### config.mk
export PLATFORM = sky130hd
export DESIGN_NAME = move_sequencer_flat
export DESIGN_NICKNAME = d
export VERILOG_FILES = /design/src/rtl/cube_pkg.sv /design/src/rtl/move_sequencer_if.sv /design/src/rtl/move_fifo.sv /design/src/rtl/move_sequencer.sv /design/src/flat_wrapper.sv
export SDC_FILE = /design/constraint.sdc
export NUM_CORES = 1
export LEC_CHECK = 0
export CAP_MARGIN = 5
export CORE_ASPECT_RATIO = 0.75
export CORE_UTILIZATION = 45
export CTS_CLUSTER_DIAMETER = 30
export DETAILED_ROUTE_END_ITERATION = 8
export SETUP_SLACK_MARGIN = 0.1
export SYNTH_ARGS = -nofsm -noshare
export SYNTH_HDL_FRONTEND = slang
export SYNTH_SLANG_ARGS = --single-unit
### constraint.sdc
create_clock -name clk -period 3.2 [get_ports clk]
set_input_delay 0.96 -clock clk [delete_from_list [all_inputs] [get_ports clk]]
set_output_delay 0.96 -clock clk [all_outputs]
set_load 0.03 [all_outputs]
### src/rtl/cube_pkg.sv
// Shared move encodings, scramble FSM state type and LFSR helpers for the cube
// move path.
package cube_pkg;
    localparam logic [2:0] FACE_U    = 3'd0;
    localparam logic [2:0] FACE_L    = 3'd1;
    localparam logic [2:0] FACE_F    = 3'd2;
    localparam logic [2:0] FACE_R    = 3'd3;
    localparam logic [2:0] FACE_B    = 3'd4;
    localparam logic [2:0] FACE_D    = 3'd5;
    localparam logic [2:0] FACE_NONE = 3'd7;

    localparam logic [1:0] ROT_NONE = 2'd0;
    localparam logic [1:0] ROT_CW   = 2'd1;
    localparam logic [1:0] ROT_HALF = 2'd2;
    localparam logic [1:0] ROT_CCW  = 2'd3;

    localparam logic [2:0]  NUM_FACES = 3'd6;
    // Fibonacci taps 16,14,13,11 expressed as bit positions 15,13,12,10.
    localparam logic [15:0] LFSR_TAPS = 16'hB400;

    typedef enum logic {ST_IDLE, ST_SCRAMBLE} seq_state_t;

    typedef struct packed {
        logic [2:0] face;
        logic [1:0] rot;
    } move_t;

    function automatic logic [15:0] lfsr_step(input logic [15:0] l);
        return {l[14:0], ^(l & LFSR_TAPS)};
    endfunction

    // Folds the low LFSR bits into a legal move that never repeats prev's face.
    function automatic move_t scramble_move(input logic [4:0] bits, input logic [2:0] prev);
        move_t m;
        m.face = (bits[2:0] >= NUM_FACES) ? bits[2:0] - NUM_FACES : bits[2:0];
        if (m.face == prev)
            m.face = (m.face == NUM_FACES - 3'd1) ? FACE_U : m.face + 3'd1;
        m.rot = (bits[4:3] == ROT_NONE) ? ROT_CW : bits[4:3];
        return m;
    endfunction
endpackage

### src/rtl/move_sequencer_if.sv
// Bus between the move source (user/bench) and the move sequencer.
// Handshake: a move transfers on a clk edge where move_valid && move_ready; move_ready depends only on FIFO occupancy.
interface move_sequencer_if #(parameter int DEPTH = 8);
    import cube_pkg::*;

    logic                         move_valid;
    logic [2:0]                   move_face;
    logic [1:0]                   move_rot;
    logic                         move_ready;
    logic                         scramble_start;
    logic                         busy;
    logic [$clog2(DEPTH+1)-1:0]   fifo_count;
    logic                         err_drop;
    logic [5:0]                   nextFaceMove;
    logic [2:0]                   nextRotation;
    logic                         issue;
    seq_state_t                   dbg_state;

    modport master (
        output move_valid, move_face, move_rot, scramble_start,
        input  move_ready, busy, fifo_count, err_drop, nextFaceMove, nextRotation, issue, dbg_state
    );

    modport slave (
        input  move_valid, move_face, move_rot, scramble_start,
        output move_ready, busy, fifo_count, err_drop, nextFaceMove, nextRotation, issue, dbg_state
    );
endinterface

### src/rtl/move_fifo.sv
// DEPTH-entry synchronous FIFO of packed moves; combinational head read.
// Callers must not push when full or pop when empty.
module move_fifo
    import cube_pkg::*;
#(
    parameter int DEPTH = 8
) (
    input  logic                       clk,
    input  logic                       rst,
    input  logic                       push,
    input  move_t                      din,
    input  logic                       pop,
    output move_t                      dout,
    output logic                       full,
    output logic                       empty,
    output logic [$clog2(DEPTH+1)-1:0] count
);
    localparam int AW = $clog2(DEPTH);
    localparam int CW = $clog2(DEPTH + 1);
    localparam logic [CW-1:0] FULL_CNT = CW'(DEPTH);

    move_t           mem [DEPTH];
    logic [AW-1:0]   wr_ptr;
    logic [AW-1:0]   rd_ptr;

    always_ff @(posedge clk) begin
        if (push)
            mem[wr_ptr] <= din;
    end

    // Pointers wrap naturally since DEPTH is a power of two.
    always_ff @(posedge clk) begin
        if (rst) begin
            wr_ptr <= '0;
            rd_ptr <= '0;
            count  <= '0;
        end else begin
            if (push)
                wr_ptr <= wr_ptr + 1'b1;
            if (pop)
                rd_ptr <= rd_ptr + 1'b1;
            case ({push, pop})
                2'b10:   count <= count + 1'b1;
                2'b01:   count <= count - 1'b1;
                default: count <= count;
            endcase
        end
    end

    assign dout  = mem[rd_ptr];
    assign full  = (count == FULL_CNT);
    assign empty = (count == '0);
endmodule

### src/rtl/move_sequencer.sv
// Feeds the cube state block one registered move per clock: scramble moves
// from an LFSR take priority over user moves buffered in a FIFO.
module move_sequencer
    import cube_pkg::*;
#(
    parameter int          DEPTH        = 8,
    parameter int          SCRAMBLE_LEN = 20,
    parameter logic [15:0] LFSR_SEED    = 16'hACE1
) (
    input  logic             clk,
    input  logic             rst,
    move_sequencer_if.slave  bus
);
    localparam int CW = $clog2(DEPTH + 1);

    seq_state_t      state;
    logic [7:0]      remaining;
    logic [15:0]     lfsr;
    logic [2:0]      prev_face;
    move_t           out_mv;
    logic            issue_q;
    logic            err_q;

    logic            full;
    logic            empty;
    logic [CW-1:0]   count;
    move_t           head;
    move_t           user_mv;
    move_t           scr_mv;
    logic            scrambling;
    logic            legal;
    logic            accept;
    logic            push;
    logic            pop;

    assign user_mv    = '{face: bus.move_face, rot: bus.move_rot};
    assign scrambling = (state == ST_SCRAMBLE);
    assign legal      = (bus.move_face < NUM_FACES) && (bus.move_rot != ROT_NONE);
    assign accept     = bus.move_valid && !full;
    assign push       = accept && legal;
    // The FIFO is frozen while a scramble owns the output.
    assign pop        = !scrambling && !empty;
    assign scr_mv     = scramble_move(lfsr[4:0], prev_face);

    move_fifo #(.DEPTH(DEPTH)) u_fifo (
        .clk   (clk),
        .rst   (rst),
        .push  (push),
        .din   (user_mv),
        .pop   (pop),
        .dout  (head),
        .full  (full),
        .empty (empty),
        .count (count)
    );

    always_ff @(posedge clk) begin
        if (rst) begin
            state     <= ST_IDLE;
            remaining <= '0;
            lfsr      <= LFSR_SEED;
            prev_face <= FACE_NONE;
            out_mv    <= '0;
            issue_q   <= 1'b0;
            err_q     <= 1'b0;
        end else begin
            err_q   <= accept && !legal;
            issue_q <= scrambling || !empty;

            case (state)
                ST_IDLE: begin
                    if (bus.scramble_start) begin
                        state     <= ST_SCRAMBLE;
                        remaining <= 8'(SCRAMBLE_LEN);
                    end
                end
                ST_SCRAMBLE: begin
                    remaining <= remaining - 8'd1;
                    lfsr      <= lfsr_step(lfsr);
                    if (remaining == 8'd1)
                        state <= ST_IDLE;
                end
                default: state <= ST_IDLE;
            endcase

            if (scrambling) begin
                out_mv    <= scr_mv;
                prev_face <= scr_mv.face;
            end else if (!empty) begin
                out_mv    <= head;
                prev_face <= head.face;
            end else begin
                out_mv    <= '0;
            end
        end
    end

    assign bus.move_ready   = !full;
    assign bus.busy         = scrambling;
    assign bus.fifo_count   = count;
    assign bus.err_drop     = err_q;
    assign bus.nextFaceMove = {3'b000, out_mv.face};
    assign bus.nextRotation = {1'b0, out_mv.rot};
    assign bus.issue        = issue_q;
    assign bus.dbg_state    = state;
endmodule

### src/flat_wrapper.sv
// flat-port wrapper written by rule: the top's interface ports become plain ports
module move_sequencer_flat import cube_pkg::*;
#(
    parameter int          DEPTH        = 8,
    parameter int          SCRAMBLE_LEN = 20,
    parameter logic [15:0] LFSR_SEED    = 16'hACE1
)
  (clk, rst, bus_move_valid, bus_move_face, bus_move_rot, bus_scramble_start, bus_move_ready, bus_busy, bus_fifo_count, bus_err_drop, bus_nextFaceMove, bus_nextRotation, bus_issue, bus_dbg_state);
  move_sequencer_if #(.DEPTH(DEPTH)) bus_i ();
  input  logic clk;
  input  logic rst;
  input wire logic [$bits(bus_i.move_valid)-1:0] bus_move_valid;
  input wire logic [$bits(bus_i.move_face)-1:0] bus_move_face;
  input wire logic [$bits(bus_i.move_rot)-1:0] bus_move_rot;
  input wire logic [$bits(bus_i.scramble_start)-1:0] bus_scramble_start;
  output wire logic [$bits(bus_i.move_ready)-1:0] bus_move_ready;
  output wire logic [$bits(bus_i.busy)-1:0] bus_busy;
  output wire logic [$bits(bus_i.fifo_count)-1:0] bus_fifo_count;
  output wire logic [$bits(bus_i.err_drop)-1:0] bus_err_drop;
  output wire logic [$bits(bus_i.nextFaceMove)-1:0] bus_nextFaceMove;
  output wire logic [$bits(bus_i.nextRotation)-1:0] bus_nextRotation;
  output wire logic [$bits(bus_i.issue)-1:0] bus_issue;
  output wire logic [$bits(bus_i.dbg_state)-1:0] bus_dbg_state;
  assign bus_i.move_valid = bus_move_valid;
  assign bus_i.move_face = bus_move_face;
  assign bus_i.move_rot = bus_move_rot;
  assign bus_i.scramble_start = bus_scramble_start;
  assign bus_move_ready = bus_i.move_ready;
  assign bus_busy = bus_i.busy;
  assign bus_fifo_count = bus_i.fifo_count;
  assign bus_err_drop = bus_i.err_drop;
  assign bus_nextFaceMove = bus_i.nextFaceMove;
  assign bus_nextRotation = bus_i.nextRotation;
  assign bus_issue = bus_i.issue;
  assign bus_dbg_state = bus_i.dbg_state;
  move_sequencer #(.DEPTH(DEPTH), .SCRAMBLE_LEN(SCRAMBLE_LEN), .LFSR_SEED(LFSR_SEED)) u_core (.clk(clk), .rst(rst), .bus(bus_i));
endmodule
Word level (Yosys, flattened, before mapping)
Memory sizes are Yosys's and may differ from the RTL's. A register that Yosys moved wholly into a read port is not among the register bits.
Index checks and enable logic that the tools add are counted.
Widths: inputs -> output; s select.

word-level totals
  bits in registers = 45
  memory bits (writable) = 40
  input bits = 9
  output and inout port bits = 18
  logic and storage cells = 63
  memories kept = 1

cells by class
  add/subtract/negate cells = 7
  magnitude comparators = 2
  equality and inequality tests = 8
  mux-type cells = 18
  bitwise gates (word level) = 1
  reduce and logical (&&, ||, !) cells = 15

memory list
  memory             words  width  read ports  clocked after memory_dff  wr ports  RTL line         RTL
  u_core.u_fifo.mem  8      5      1           1                         1         move_fifo.sv:22  move_t mem [DEPTH];

operator list
  cell                 number
  $mux 3               7
  $pmux 8 s2           1
  $reduce_xor 16->1    1
  $mux 5               2
  $add 3x1->3 const B  3
  $eq 8x1->1 const B   1
  $mux 8               1
  $pmux 4 s2           1
  $sub 8x1->8 const B  1
  $logic_and 1x1->1    5
  $add 4x1->4 const B  1
  $eq 4x4->1 const B   1
  $logic_not 1->1      4
  $logic_not 4->1      1
  $mux 1               4
  $reduce_bool 2->1    2
  $sub 4x1->4 const B  1
  $eq 3x3->1           1
  $eq 3x3->1 const B   1
  $ge 3x3->1 const B   1
  $lt 3x3->1 const B   1
  $sub 3x3->3 const B  1
  $eq 2x1->1 const B   1
  $eq 2x2->1 const B   1
  7 further kinds      7

Logic depth before layout (Yosys ltp)
  depth in word-level cells = 6
  gate-level depth with buffers = 11
  mapped depth without buffers = 9

Cells and area by module
From an unflattened synthesis, not the netlist that was laid out.

second synthesis, totals
  cells, all modules = 319
  area, all modules = 3,882.5 um2

by module, submodules not included
  module          instances  cells each  area an instance (um2)  sequential area each (um2)
  move_fifo       1          129         2,165.8                 1,461.4
  move_sequencer  1          190         1,716.6                 700.7

Worst setup path before layout
OpenSTA, ideal clock, no wires.

  path kind = input -> register
  start point = input port bus_move_rot[1]
  end point = register u_core.u_fifo.count[2]
  library setup time = 70 ps
  data arrival time = 2,688 ps
  required time = 3,130 ps
  path slack = 442 ps
  stages on the path = 9
  path buffers = 0
  cells stage by stage = a2bb2oi_1 nand3_4 ha_1 xor2_1 ha_1 a21oi_1 xor2_1 or3_1 a21oi_1

on the way
  word-level cells in the longest chain between the ends = 5
  elaborated cells between the ends (all ways) = 7
  classes of those cells = 2 x eq/ne; 1 x mux; 4 x reduce/logical

RTL lines
  element                                                 RTL line              RTL
  start: declaration                                      flat_wrapper.sv:14    input wire logic [$bits(bus_i.move_rot)-1:0] bus_move_rot;
  $reduce_bool 2->1 *                                     move_sequencer.sv:38  assign legal = (bus.move_face < NUM_FACES) && (bus.move_rot != ROT_NONE);
  $logic_and 1x1->1 *                                     move_sequencer.sv:38
  $logic_and 1x1->1 *                                     move_sequencer.sv:40  assign push = accept && legal;
  $eq 2x1->1 / $eq 2x2->1 (equally long branches)         move_fifo.sv:42       case ({push, pop})
  $pmux 4 s2 / $reduce_bool 2->1 (equally long branches)  --
  end signal: assignment                                  move_fifo.sv:43       2'b10: count <= count + 1'b1;
  end signal: assignment                                  move_fifo.sv:44       2'b01: count <= count - 1'b1;
  end signal: assignment                                  move_fifo.sv:45       default: count <= count;
  end: declaration                                        move_fifo.sv:16       output logic [$clog2(DEPTH+1)-1:0] count

Mark *: on every way between the ends. The rest lies on a longest branch, timed or not.
A chain may end at the register's enable or synchronous reset.

Worst setup path after layout
  start point = input port bus_move_rot[1]
  end point = register u_core.u_fifo.count[3]

Same word-level chain as after synthesis.

==> impl_metrics.json <==
{
  "placed_cells": 436,
  "hpwl_mm": 4.89,
  "synth_most_common_cell": "dfxtp_1",
  "ant_nets": 0,
  "grt_pass1_vias": 2213,
  "grt_max_degree": 41,
  "p_int_uw": 2020,
  "yosys.area.top_type": "edfxtp_1",
  "fin_skew_ns": 0.0113,
  "max_slew_margin_pct": 49.2,
  "dieWidth_um": 107,
  "min_period_ns": 2.84,
  "clkPwrFrac_pct": 22.8,
  "worstSetupPathType": "in2reg",
  "rows": 28,
  "globalRoute.totalOverflow": 0,
  "rsz0062_at_grt": "false",
  "viasPerCell": 5.24,
  "die_h_um": 80.8,
  "cts_root_buffer": "clkbuf_8",
  "port_buffers": 22,
  "fill_cells": 685,
  "num_vias": 2370,
  "worstMarginPinSlew_ns": 0.751,
  "leakagePower_uw": 0.00156,
  "placed_area_um2": 4160,
  "postSynthAreaPerCell_um2": 12.3,
  "status": "completed",
  "synth-async-reset-ratio_pct": 0,
  "clock_latency_ns": 0.35,
  "cap_violations": 0,
  "ys_seq_area_share_pct": 58.1,
  "synthMuxAreaShare_pct": 10.5,
  "finalCritPeriodShare_pct": 88.8,
  "drc": 0,
  "slowest_delay_ns": 0.52,
  "worstHoldPathType": "reg2reg",
  "ys.warnings.count": 0,
  "worstPathRequired_ns": 3.48,
  "htreeDepth": 3,
  "cp_common_cell": "buf_4",
  "io_pins": 27,
  "start_util_pct": 46.8,
  "yosysUniqueCellTypes": 53,
  "crit_buf_inv": 3,
  "power_switching_uw": 942,
  "fin_hold_ws_ns": 0.466,
  "power_density_nw_per_um2": 684,
  "pwr-share-comb_pct": 29.0,
  "critPathSlowestCell": "clkdlybuf4s50_1",
  "synth_compound_area_share_pct": 7.63,
  "first_pass_iters": 4,
  "clkSlewWorstSetupHoldPaths_ns": 0.08,
  "path_cells": "clkdlybuf4s50_1 > a2bb2oi_1 > buf_4 > nand3_4 > buf_4 > ha_1 > nor4b_1 > o21ai_0 > a21o_1 > a21oi_1",
  "cp.arrival_ns": 3.13,
  "routed_wl_mm": 6.93,
  "grt_use_total_pct": 17.6,
  "cts_setup_buffers": 0,
  "syn_area_um2": 3720,
  "grt_antenna_before_repair": 0,
  "tns_ns": 0,
  "cts_sinks": 88,
  "peakVddDrop_mv": 0.357,
  "cts_buffers": 9,
  "grt_pass1_wl_mm": 11.2,
  "drive_gt1_share_pct": 16.7,
  "synth_top_family_by_area": "simple AND/OR/NAND/NOR gates",
  "slew_viol_final": 0,
  "core_um2": 7950,
  "diodes": 0,
  "cpLargestDelayFamily": "buffers and inverters",
  "synthAdderAreaFrac_pct": 2.35,
  "fmax_mhz": 352,
  "die_area_um2": 8650,
  "area_delta_synth_final_pct": 16.3,
  "synth_xor_area_share_pct": 3.29,
  "synthTopCellsByCount": "48 x dfxtp_1, 40 x edfxtp_1, 31 x nor2_1",
  "cp-start-kind": "primary input",
  "hold_viol": 0,
  "cp-end-kind": "flip-flop",
  "setup_violations": 0,
  "synth_edf_count": 40,
  "clk_path_buf_depth": 2,
  "netlist_instances": 302,
  "wl_per_cell_um": 15.3,
  "synthSimpleGateAreaFrac_pct": 14.5,
  "sw_frac_of_total_pct": 31.8,
  "place_congestion": 0.803,
  "cts_tree": "yes",
  "stdcell_count": 452,
  "synth-seq-cells": 88,
  "netlist_top_cells_area": "edfxtp_1 32%, dfxtp_1 26%, mux4_2 6.0%",
  "nets": 358,
  "synth_ff_type": "dfxtp_1",
  "yosys.area.top_type_share_pct": 32.3,
  "initialDrtViolationCount": 98,
  "path_max_fanout": 7,
  "seq_power_share_pct": 48.2,
  "stdcell_area_um2": 4330
}
[registers in the layout (all words and copies together) (netlist names), named ones only]
signal,flops
u_core.u_fifo.wr_ptr,3
u_core.lfsr,16
u_core.u_fifo.rd_ptr,3
u_core.bus.issue,1
u_core.bus.nextFaceMove,3
u_core.u_fifo.mem,40
u_core.bus.busy,1
u_core.remaining,8
u_core.u_fifo.count,4
u_core.bus.err_drop,1
u_core.bus.nextRotation,2
u_core.prev_face,3
[routing by layer]
| layer | track usage (%) | part of all wire, % | vias to the layer above |
|---|---|---|---|
| li1 | - | - | 1183 |
| met1 | 26.5 | 55 | 1119 |
| met2 | 24.5 | 40 | 59 |
| met3 | 5.54 | 4.1 | 9 |
| met4 | 4.52 | 1.2 | 0 |
| met5 | 0 | 0 | - |
[layout make-up]
class	instances	area, µm²	area share (%)
clock buffers	14	154	3.55
clock inverters	2	13.8	0.318
inverters	5	18.8	0.433
multi-input cells	191	1440	33.3
flip-flops and latches	88	2160	49.9
well taps	105	131	3.03
repair buffers	47	410	9.47
[power by group through the flow]
stage / clock [µW] / combinational [µW] / sequential, µW
3_3_place_gp: 0 / 850 / 1450
2_1_floorplan: 0 / 531 / 1480
6_report: 676 / 860 / 1430
5_1_grt: 747 / 941 / 1450
3_5_place_dp: 0 / 860 / 1450
4_1_cts: 697 / 863 / 1430
[worst reg2reg max path, stage by stage (launching register included)]
cell     delay [ns]
dfxtp_1        0.38
or4b_1         0.71
nand3_4        0.16
buf_4          0.17
ha_1           0.27
nor4b_1        0.29
o21ai_0        0.15
a21o_1         0.18
a21oi_1        0.12
[through the flow]
step                utilization [%]  power [µW]  worst slack, ns
floorplan                         -        2010            0.442
global placement               52.3        2300           0.0503
detailed placement             52.3        2310           0.0219
CTS                            54.4        2990            0.116
global route                   54.5        3140            0.202
finish                         54.5        2960            0.359
[cell usage in the layout (no fill, tap or decap), drive strengths merged, types with 2 or more instances in the layout]
cell type and instances:
a2bb2oi 2, nor3b 3, mux2i 12, nor2 31
clkbuf 14, mux2 4, edfxtp 40, o21ai 7
mux4 10, nand4 2, nor4bb 2, nand2 14
buf 25, nor4 4, nand2b 6, clkdlybuf4s50 21
ha 7, dfxtp 48, conb 4, nand3 6
nor2b 4, o31a 2, xnor2 7, xor2 7
nor3 9, and2 7, nor4b 3, a211o 6
a211oi 3, inv 6, a21oi 12, or3 2
[kinds of logic after synthesis]
group / Yosys count
and+or+nand+nor: 99
muxes: 26
xor gates and xnor gates: 14
buffers and inverters: 26
adders and majority gates: 7
DFF: 88
other: 1
AOI/OAI and AO/OA: 41
[timing repair]
item | in CTS | in global routing
endpoints found under the hold margin | 0 | 0
resized for setup | 0 | 1
endpoints found under the setup margin | 0 | 1
hold buffers | 0 | 0
[worst paths after layout]
check                           depth (start not counted)                endpoint  slack (ns)              startpoint
worst max-delay path                                   10  u_core.u_fifo.count[3]        0.36         bus_move_rot[1]
worst min-delay path                                    1         u_core.lfsr[15]        0.47         u_core.lfsr[14]
worst max register to register                          8  u_core.u_fifo.count[3]        0.71  u_core.u_fifo.count[2]
worst min register to register                          1         u_core.lfsr[15]        0.47         u_core.lfsr[14]
No activity file was read; power rests on OpenSTA's default activity.
